### src/rtl/pkt_rr_arbiter.sv
`default_nettype none
// ============================================================================
// pkt_rr_arbiter : round-robin burst arbiter that stamps words for the checker
// Optional feature macro: PKT_ARB_PRIO_EN (source 0 becomes high priority)
// Revision: 1.0
// ============================================================================
module pkt_rr_arbiter #(
  parameter int BUS_SIZE  = 16,
  parameter int WORD_SIZE = 4,
  parameter int NUM_REQ   = 4,
  parameter int ID_W      = 2,
  parameter int BURST_LEN = 4
) (
  input  logic                        clk,
  input  logic                        reset,
  input  logic [NUM_REQ-1:0]          req_valid,
  input  logic [NUM_REQ-1:0]          req_last,
  input  logic [NUM_REQ*BUS_SIZE-1:0] req_data,
  output logic [NUM_REQ-1:0]          req_ready,
  input  logic                        chk_error,
  output logic [BUS_SIZE-1:0]         bus_data_out,
  output logic                        bus_valid,
  output logic [ID_W-1:0]             grant_id,
  output logic                        busy
);

  typedef enum logic [1:0] {
    IDLE    = 2'd0,
    SEND    = 2'd1,
    RECOVER = 2'd2
  } state_t;

  localparam int MID_W = BUS_SIZE - 2*WORD_SIZE;
  localparam logic [WORD_SIZE-1:0] HDR       = {WORD_SIZE{1'b1}};
  localparam logic [WORD_SIZE-1:0] LSW_FIRST = WORD_SIZE'(1);
  localparam logic [WORD_SIZE-1:0] LSW_NEXT  = WORD_SIZE'(2);
  localparam logic [3:0]           CNT_LAST  = 4'(BURST_LEN-1);
  localparam logic [ID_W-1:0]      ID_LAST   = ID_W'(NUM_REQ-1);

  state_t            state;
  logic [ID_W-1:0]   rr_ptr;
  logic [3:0]        word_cnt;
  logic [ID_W-1:0]   winner;
  logic              any_valid;
  logic [ID_W-1:0]   next_ptr;
  logic              burst_end;
  logic [MID_W-1:0]  sel_mid;

  // Descending scan so the lowest offset from rr_ptr is the final assignment.
  always_comb begin
    winner    = '0;
    any_valid = 1'b0;
    for (int k = NUM_REQ-1; k >= 0; k--) begin
      int idx;
      idx = int'(rr_ptr) + k;
      if (idx >= NUM_REQ) idx = idx - NUM_REQ;
      if (req_valid[idx]) begin
        winner    = ID_W'(idx);
        any_valid = 1'b1;
      end
    end
`ifdef PKT_ARB_PRIO_EN
    if (req_valid[0]) begin
      winner    = '0;
      any_valid = 1'b1;
    end
`endif
  end

  always_comb begin
    next_ptr = (grant_id == ID_LAST) ? '0 : grant_id + 1'b1;
`ifdef PKT_ARB_PRIO_EN
    // High-priority bursts must not disturb the rotation of the others.
    if (grant_id == '0) next_ptr = rr_ptr;
`endif
  end

  always_comb begin
    req_ready = '0;
    if (state == SEND && !chk_error) req_ready[grant_id] = 1'b1;
  end

  assign burst_end = req_last[grant_id] || (word_cnt == CNT_LAST);
  assign sel_mid   = req_data[int'(grant_id)*BUS_SIZE + WORD_SIZE +: MID_W];
  assign busy      = (state != IDLE);

  always_ff @(posedge clk or negedge reset) begin
    if (!reset) begin
      state        <= IDLE;
      rr_ptr       <= '0;
      grant_id     <= '0;
      word_cnt     <= '0;
      bus_data_out <= '0;
      bus_valid    <= 1'b0;
    end else begin
      case (state)
        IDLE: begin
          bus_valid <= 1'b0;
          if (any_valid) begin
            grant_id <= winner;
            word_cnt <= '0;
            state    <= SEND;
          end
        end
        SEND: begin
          if (chk_error) begin
            bus_valid <= 1'b0;
            rr_ptr    <= next_ptr;
            word_cnt  <= '0;
            state     <= RECOVER;
          end else if (req_valid[grant_id]) begin
            bus_data_out <= {HDR, sel_mid, (word_cnt == '0) ? LSW_FIRST : LSW_NEXT};
            bus_valid    <= 1'b1;
            if (burst_end) begin
              rr_ptr   <= next_ptr;
              word_cnt <= '0;
              state    <= IDLE;
            end else begin
              word_cnt <= word_cnt + 4'd1;
            end
          end else begin
            bus_valid <= 1'b0;
          end
        end
        RECOVER: begin
          bus_valid <= 1'b0;
          state     <= IDLE;
        end
        default: begin
          bus_valid <= 1'b0;
          state     <= IDLE;
        end
      endcase
    end
  end

endmodule
`default_nettype wire

### config.mk
export PLATFORM = sky130hd
export DESIGN_NAME = pkt_rr_arbiter
export DESIGN_NICKNAME = d
export VERILOG_FILES = /design/src/rtl/pkt_rr_arbiter.sv
export SDC_FILE = /design/constraint.sdc
export NUM_CORES = 1
export LEC_CHECK = 0
export CORE_MARGIN = 10
export CORE_UTILIZATION = 35
export CTS_CLUSTER_DIAMETER = 80
export DETAILED_ROUTE_END_ITERATION = 10
export PLACE_DENSITY = 0.81
export RECOVER_POWER = 100
export SETUP_SLACK_MARGIN = 0.5
export SLEW_MARGIN = 20
export SYNTH_ARGS = -nofsm -noshare
export SYNTH_HDL_FRONTEND = slang
export SYNTH_SLANG_ARGS = --single-unit
### constraint.sdc
create_clock -name clk -period 2.3 [get_ports clk]
set_input_delay 0.46 -clock clk [delete_from_list [all_inputs] [get_ports clk]]
set_output_delay 0.46 -clock clk [all_outputs]
set_load 0.01 [all_outputs]
# Word-level counts from Yosys, hierarchy flattened
# Cells that the tools add are included.
# classes
addsub,10
mux,49
shift,1
n_reduce_logical,15
n_lt_le_gt_ge,10
eq_ne,6
n_bitwise,1
# ops
cell,count
"< comparator 32 x 4 -> 1 bit, second input constant",4
two-way mux 32 bit,4
indexed part select 64 x 8 -> 8 bit,1
two-way mux 2 bit,13
two-way mux 4 bit,5
two-way mux 1 bit,18
binary-select mux 1 bit (select 2 bit),6
AND reduction 3 bit,4
"subtractor 3 x 3 -> 4 bit, second input constant",3
"greater-or-equal comparator 3 bit, second input constant",3
case mux 4 bit (2 select lines),1
nonzero test 2 bit,4
"adder 6 x 3 -> 7 bit, second input constant",1
"adder 2 x 2 -> 3 bit, second input constant",2
"adder 4 x 1 -> 4 bit, second input constant",1
"== test 4 x 2 -> 1 bit, second input constant",1
logical NOT 4 bit,1
case mux 2 bit (2 select lines),1
"subtractor 2 x 3 -> 4 bit, second input constant",1
"adder 2 x 1 -> 3 bit, second input constant",1
"greater-or-equal comparator 2 x 3 -> 1 bit, second input constant",1
"< comparator 2 x 3 -> 1 bit, second input constant",1
"inequality test 3 x 2 -> 1 bit, second input constant",1
"inequality test 3 bit, second input constant",1
12 further kinds,13
# word_totals
out_inout_bits,24
regBits,24

# Logic depth before layout (Yosys ltp)
# depth
depth_word,12
ltp_mapped,6
mapped_depth_nobuf,5

# Least setup slack after synthesis
# Ideal clock, no wire load.
# synth_timing
kind,flip-flop to flip-flop
start,register grant_id[0]
end,register word_cnt[3]
t_required_ns,2.208
arrival_time_ns,1.864
n_path_buf,0
path_slack_ns,0.344
stages_incl_launch_ff,5
setup_time_ns,0.092
period_less_slack_ns,1.956
cell_sequence,dfrtp_1 mux4_2 or3_1 or2_4 o31ai_2
# synth_via
elab_chain_cells,7
# synth_rtl
element,line,rtl
from (decl),23,"output logic [ID_W-1:0] grant_id,"
from (signal assigned),100,grant_id <= winner;
binary-select mux 1 bit (select 2 bit),83,assign burst_end = req_last[grant_id] || (word_cnt == CNT_LAST);
two-way mux 1 bit (implied by the code),83,
logical OR 1 bit,83,
two-way mux 4 bit,114,if (burst_end) begin
two-way mux 4 bit,111,end else if (req_valid[grant_id]) begin
two-way mux 4 bit,106,if (chk_error) begin
case mux 4 bit (2 select lines),96,case (state)
to (signal assigned),119,word_cnt <= word_cnt + 4'd1;
to (decl),42,logic [3:0] word_cnt;
# Several ways; a longest one is shown, not always the timed one. The select of a mux whose other input is x is not followed.
# A chain may end at the register's enable or synchronous reset.

# Worst setup path in the final report
# layout_timing
start,register grant_id[1]
end,register state[0]
# layout_via
elab_chain_cells,5
# layout_rtl
element,line,rtl
binary-select mux 1 bit (select 2 bit),83,
two-way mux 1 bit (implied by the code),83,
logical OR 1 bit,83,
inequality test 3 bit (no line),n/a,
AND reduction 3 bit (no line) (*),n/a,
to (signal assigned),89,state <= IDLE;
to (signal assigned),102,state <= SEND;
to (signal assigned),110,state <= RECOVER;
to (decl),40,state_t state;
# Mark *: on every way between the ends. The rest lies on a longest branch, timed or not. The select of a mux whose other input is x is not followed.

==> results.md <==
* TritonCTS clock tree: done
* Critical Path Start: grant_id[1]
* Via count at ~1300
* Hold buffers post-CTS at 0
* Multi-input gate area at about 800 µm²
* Sink Count at 22
* Ys Warns at 0
* Post-Synthesis Cell Area at 1390 µm²
* Antenna viol nets, final at 0
* Worst setup SP type: flop
* Count of final setup violators at 0
* First-pass GRT wire length at around 8000 µm
* Die H at a little over 80 µm
* Final Hold Viols at 0
* H-Tree Depth at 1
* Vias in the first global route at around 1500
* Internal power consumption at around 1.6 mW
* Setup TNS at 0 ns
* Via density at slightly above 5
* Crit-path cells: mux4_2, o221ai_4, or2_0, o211ai_1
* Final WL at 4830 µm
* # nets final at between 200 and 300
* Crit end category: flop
* Top-area cell type share of the netlist area at 0.397
* Clk root buf: clkbuf_8
* Cell Rows at 22
* Largest net degree at the start of global routing at 19
* RSZ-0062 raised after global routing: true
* Final slew viol count at 0
* CP top delay family: multiplexers
* Detail Placement HPWL at about 3700 µm
* Crit path buf inv count at 0
* Layout cells sized above 1 at 0.302
* CP Data Arrival Time at 2.11 ns
* Num CTS Buffers at 3
* Crit-path max FO at 6
* Worst relative slew slack at 0.468
* Crit share post-route at 0.855
* P_sw at between 0.8 and 0.9 mW
* Fmax at about 0.5 GHz
* CTS clk-pin slew, worst paths at ~0.09 ns
* Hold wc startpoint: bus_data_out[1]
* Max Cap Viol at 0
* Diodes inserted at 0
* Synthesized area per cell at ~12 µm²
* CP max stage delay at about 0.64 ns
* Yosys reg bits at 22
* GP Congestion at 0.836
* Worst setup margin at approximately 0.33 ns
* Io pins at a little under 100
* Die area at between 6000 and 7000 µm²
* Overall Power at between 2 and 2.5 mW
* Initial core utilization at 0.370
* Switching share of power at 0.360
* Setup WS pre-CTS at -0.130 ns
* Req. time, crit path at 2.44 ns
* Worst hold slack at 0.494 ns
* Combinational share of power at 0.571
* Grt ovf at 0
* Crit path time final at between 1.5 and 2 ns
* DRT iter0 DRCs at 46
* Reg area at 553 µm²
* Synth area leaders: dfrtp_1 40%, mux4_2 16%, mux2_2 8.1%
* DR WL/cell at 19.3 µm
* Skew final at around 0.014 ns
* Min-delay worst type: flop to flop
* Critical register-to-register path startpoint: grant_id[1]
* DRC at 0
* Die width at 82.9 µm
* Core box area at between 3000 and 4000 µm²
* Distinct cells, synth at 32
* Initial DRT Pass Iterations at 4
* Sequential fraction of the synthesis area at 0.397
* Total Routing Usage GR at 0.137
* Worst VDD drop at 0.716 mV
* # fillers at around 320
* Clk Latency, worst-skew pair at around 0.27 ns
* Power per Cell Area at about 1100 nW/µm²
* Reg2Reg Setup Slack at about 0.33 ns
* Worst Max-Slew Pin Slew at between 0.7 and 0.8 ns
* CP max-delay cell: mux4_2
* Deepest clock path buffer count at 2
* Dominant cell type by area after synthesis: dfrtp_1
* PortBufs at between 60 and 70
* Kind of critical path: flop to flop
* Initial antenna violation count at 0
* Area growth, synth to finish at 65.2%
* Clock power share at 0.153
* Leak at around 0.95 nW
* Outcome: finished clean
* Flop pwr share at 0.276
* Cells after synthesis at about 120
==> cell usage in the layout (no fill, tap or decap), types with 2 or more instances in the layout <==
cell             count
nand2_1              6
buf_6                3
and2_1               2
mux2_2               8
conb_1               2
dfrtp_2              2
dfrtp_1             20
dlygate4sd3_1       16
clkbuf_8             3
clkbuf_4             2
mux4_2              10
clkdlybuf4s50_1     32
dlygate4sd2_1       10
nand3_1              2
a21oi_1              3
o21ai_0              5
and2_0               2
or2_0                2
o21ai_2              2
nand2b_1             4
buf_4               14
ha_1                 6
clkbuf_1             5
nor2_1               4
inv_1                6
o21a_1               3
==> metrics by stage <==
| stage | cell area [µm²] | cells | util |
|---|---|---|---|
| global route | 2290 | 250 | 0.612 |
| detailed placement | 2130 | 236 | 0.570 |
| global placement | 2130 | 236 | 0.570 |
| floorplan | 1390 | 120 | - |
| CTS | 2290 | 249 | 0.611 |
| finish | 2290 | 250 | 0.612 |
==> cell type report <==
| cell class | count | share of cell area |
|---|---|---|
| Multi-Input combinational cell | 82 | 0.352 |
| Timing Repair Buffer | 85 | 0.332 |
| Sequential cell | 22 | 0.242 |
| Tap cell | 48 | 0.0262 |
| Clock buffer | 3 | 0.0180 |
| Inverter | 8 | 0.0148 |
| Clock inverter | 1 | 0.0131 |
| Timing Repair inverter | 1 | 0.00219 |
==> flip-flops by register name, summed over array words and instances, names as in the netlist <==
signal        flops
bus_data_out     11
word_cnt          4
grant_id          2
rr_ptr            2
state             2
bus_valid         1
==> synth_stat cells, drive strengths merged <==
cell,n
a21oi,3
a2bb2oi,1
and2,5
buf,8
conb,1
dfrtp,22
ha,6
inv,8
mux2,10
mux2i,1
mux4,10
nand2,7
nand2b,4
nand3,2
nor2,4
nor2b,1
nor3,1
nor3b,2
o211ai,1
o21a,3
o21ai,8
o221ai,1
o22ai,1
o31ai,1
o41ai,1
or2,3
or3,1
or3b,1
or4,2
==> path summary, 6_finish.rpt <==
| kind | cells past startpoint | endpoint |
|---|---|---|
| worst max-delay path | 4 | state[0] |
| worst min-delay path | 1 | bus_data_out[1] |
| worst max register to register | 4 | state[0] |
| worst min register to register | 1 | bus_data_out[1] |
| max in group asynchronous | 2 | bus_data_out[6] |
| min in group asynchronous | 1 | bus_data_out[11] |
==> layer usage <==
| layer | global-route usage | routed length [µm] | vias to the layer above |
|---|---|---|---|
| li1 | - | - | 595 |
| met1 | 0.132 | 1670 | 657 |
| met2 | 0.272 | 2890 | 32 |
| met3 | 0.0313 | 165 | 6 |
| met4 | 0.0523 | 102 | 0 |
| met5 | 0 | 0 | - |
==> kinds of logic after synthesis <==
logic type / after synthesis / share of synthesized area
AOI/OAI and AO/OA: 20 / 0.104
other: 1 / 0.00270
buffers and inverters: 16 / 0.0578
DFF: 22 / 0.397
and+or+nand+nor: 33 / 0.134
adders and majority gates: 6 / 0.0542
muxes: 21 / 0.251
==> what timing repair did <==
action | 4_1_cts | 5_1_grt
resized for setup | 45 | 16
cloned | 0 | 1
endpoints found under the hold margin | 0 | 0
endpoints found under the setup margin | 26 | 23
setup buffers | 9 | 0
pin swaps | 5 | 8
==> power by group through the flow <==
| stage | Clock [mW] | Sequential [mW] | Combinational (mW) |
|---|---|---|---|
| finish | 0.371 | 0.669 | 1.38 |
| global route | 0.394 | 0.688 | 1.49 |
| CTS | 0.377 | 0.674 | 1.44 |
| detailed placement | 0 | 0.710 | 1.24 |
| global placement | 0 | 0.692 | 1.19 |
| floorplan | 0 | 0.722 | 0.637 |
Note: power is estimated with default switching activity, not from simulation.
==> variant: new RTL, same flow settings <==
`ID_W`: 2 -> 4.
--- a/src/rtl/pkt_rr_arbiter.sv
+++ b/src/rtl/pkt_rr_arbiter.sv
@@ -8,7 +8,7 @@
   parameter int BUS_SIZE  = 16,
   parameter int WORD_SIZE = 4,
   parameter int NUM_REQ   = 4,
-  parameter int ID_W      = 2,
+  parameter int ID_W      = 4,
   parameter int BURST_LEN = 4
 ) (
   input  logic                        clk,
Ports: changed (resized grant_id); port bits go from 99 to 101. No check against the original RTL was run, so the function may have changed too.
==> variant against the original RTL <==
Sequential cell count rose by 4; count of clock-buffer cells in the layout is 1 higher; worst setup slack lost 150 ps; combinational power up 130%; area after synthesis rose by 55%; register-to-register slack worse by 140 ps; final area rose by 47%; total power up 81%; via count is 57% higher; routed wire length is 37% higher; critical path type is now reg -> out; largest cell class unchanged.
==> variant: results (changes against the original RTL) <==
final_layout_size_suffix_gt1_share_pct: 30.8  # +0.57 points
synth_commonest_cells: "dfrtp_1 (26), nand2_1 (24), o21ai_0 (19)"
critPathMaxFanout: 9  # +3
place_congestion: 0.793  # -5.2%
yosysSeqAreaShare_pct: 30.2  # -9.5 points
synth.distinct_cells: 46  # +44%
synthCells: 222  # +87%
drtIter0Drc: 81  # +76%
io_buffer_count: 66  # +3.1%
grt_use_total_pct: 12.5  # -1.2 points
nets: 406  # +43%
viasPerCell: 5.22  # +1.2%
slew-limit-headroom_pct: 8.31  # -39 points
switchingPower_uw: 1910  # +120%
gr-usage-met2_pct: 20.6  # -6.5 points
grt_max_degree: 27  # +8
synth_area_leaders: "dfrtp_1 (30%), mux4_2 (12%), ha_1 (10%), o21ai_0 (4.4%), mux2i_1 (4.2%)"
vdd_ir_drop_max_uv: 547  # -24%
dp_hpwl_um: 4870  # +31%
cp.arrival_ps: 1660  # -450 ps
final_cells: 387  # +55%
fin_skew_ps: 11.5  # -2.07 ps
placed_cells: 369  # +56%
grtUsageMet3_pct: 3.28  # +0.16 points
outcome: "finished clean"
grt_pass1_wl_um: 10300  # +32%
grt_use_met1_pct: 16.0  # +2.8 points
leakage_uw: 0.00149  # +56%
first_global_vias: 2046  # +35%
wirelength_um: 6630  # +37%
fill_cells: 472  # +46%
ff2ff_setup_slack_ps: 190  # -140 ps
## variant: cell count changes after synthesis, sizes merged, moves of 7 or more
cell    delta
clkbuf     +7
ha        +12
inv        +7
mux2i      +8
nand2     +17
nand3      +7
o21ai     +12
## variant: path summary, 6_finish.rpt
| path | depth (start not counted) | to | from |
|---|---|---|---|
| worst max-delay path | 4 | grant_id[0] | grant_id[0]$_DFFE_PN0P_ |
| max in group asynchronous | 2 | rr_ptr[0]$_DFFE_PN0P_ | reset |
| min in group asynchronous | 2 | bus_data_out[12]$_DFFE_PN0P_ | reset |
| worst max register to register | 6 | bus_data_out[5]$_DFFE_PN0P_ | grant_id[0]$_DFFE_PN0P_ |
| worst min register to register | 2 | bus_data_out[10]$_DFFE_PN0P_ | bus_data_out[10]$_DFFE_PN0P_ |
| worst min-delay path | 2 | bus_data_out[10]$_DFFE_PN0P_ | bus_data_out[10]$_DFFE_PN0P_ |
## variant: per-layer routing
| metal | wire length [um] | part of all wire, % |
|---|---|---|
| met1 | 2920 | 44 |
| met2 | 3160 | 48 |
| met3 | 475 | 7.2 |
| met4 | 72 | 1.1 |
| met5 | 0 | 0 |
## variant: per-stage QoR
| stage | hold slack, ps | instance area [um2] | setup WS, ps |
|---|---|---|---|
| final | 489 | 3370 | 181 |
| after global routing | 522 | 3370 | 38.9 |
| after CTS | 489 | 3270 | 261 |
| after detailed placement | 470 | 3050 | -499 |
| after global placement | 462 | 3050 | -477 |
| after floorplan | 164 | 2230 | 309 |
## variant: final cells by class
type	instances	area, um2	area share, %
multi-input combinational	165	1570	46.6
timing repair buffer	102	936	27.7
sequential	26	654	19.4
tap	75	93.8	2.78
inverter	15	61.3	1.82
clock buffer	4	55.1	1.63
## variant: worst max-delay path, cell delays in order (launching register included)
cell and delay, ps:
dfrtp_1 410, buf_4 150, buf_8 130, clkbuf_1 460, clkbuf_2 240
## variant: logic make-up after synthesis
| logic type | Yosys count | synth area share, % |
|---|---|---|
| AOI/OAI and AO/OA | 48 | 14.2 |
| adders and majority gates | 18 | 10.5 |
| DFF | 26 | 30.2 |
| buffers and inverters | 32 | 6.97 |
| and+or+nand+nor | 63 | 14.5 |
| xor gates and xnor gates | 8 | 3.25 |
| other | 1 | 0.174 |
| muxes | 26 | 20.2 |
## variant: what timing repair did
item / CTS / global route
resized for setup: 63 / 22
cloned: 0 / 0
buffers inserted: 8 / 6
endpoints found under the setup margin: 30 / 19
pin swaps: 8 / 5
## variant: power by group through the flow
stage                     registers, uW  logic, uW  clock network [uW]
after floorplan                     851       1880                   0
after global placement              848       2660                   0
after detailed placement            849       2740                   0
after CTS                           866       3070                 303
after global routing                897       3550                 319
final                               876       3220                 295
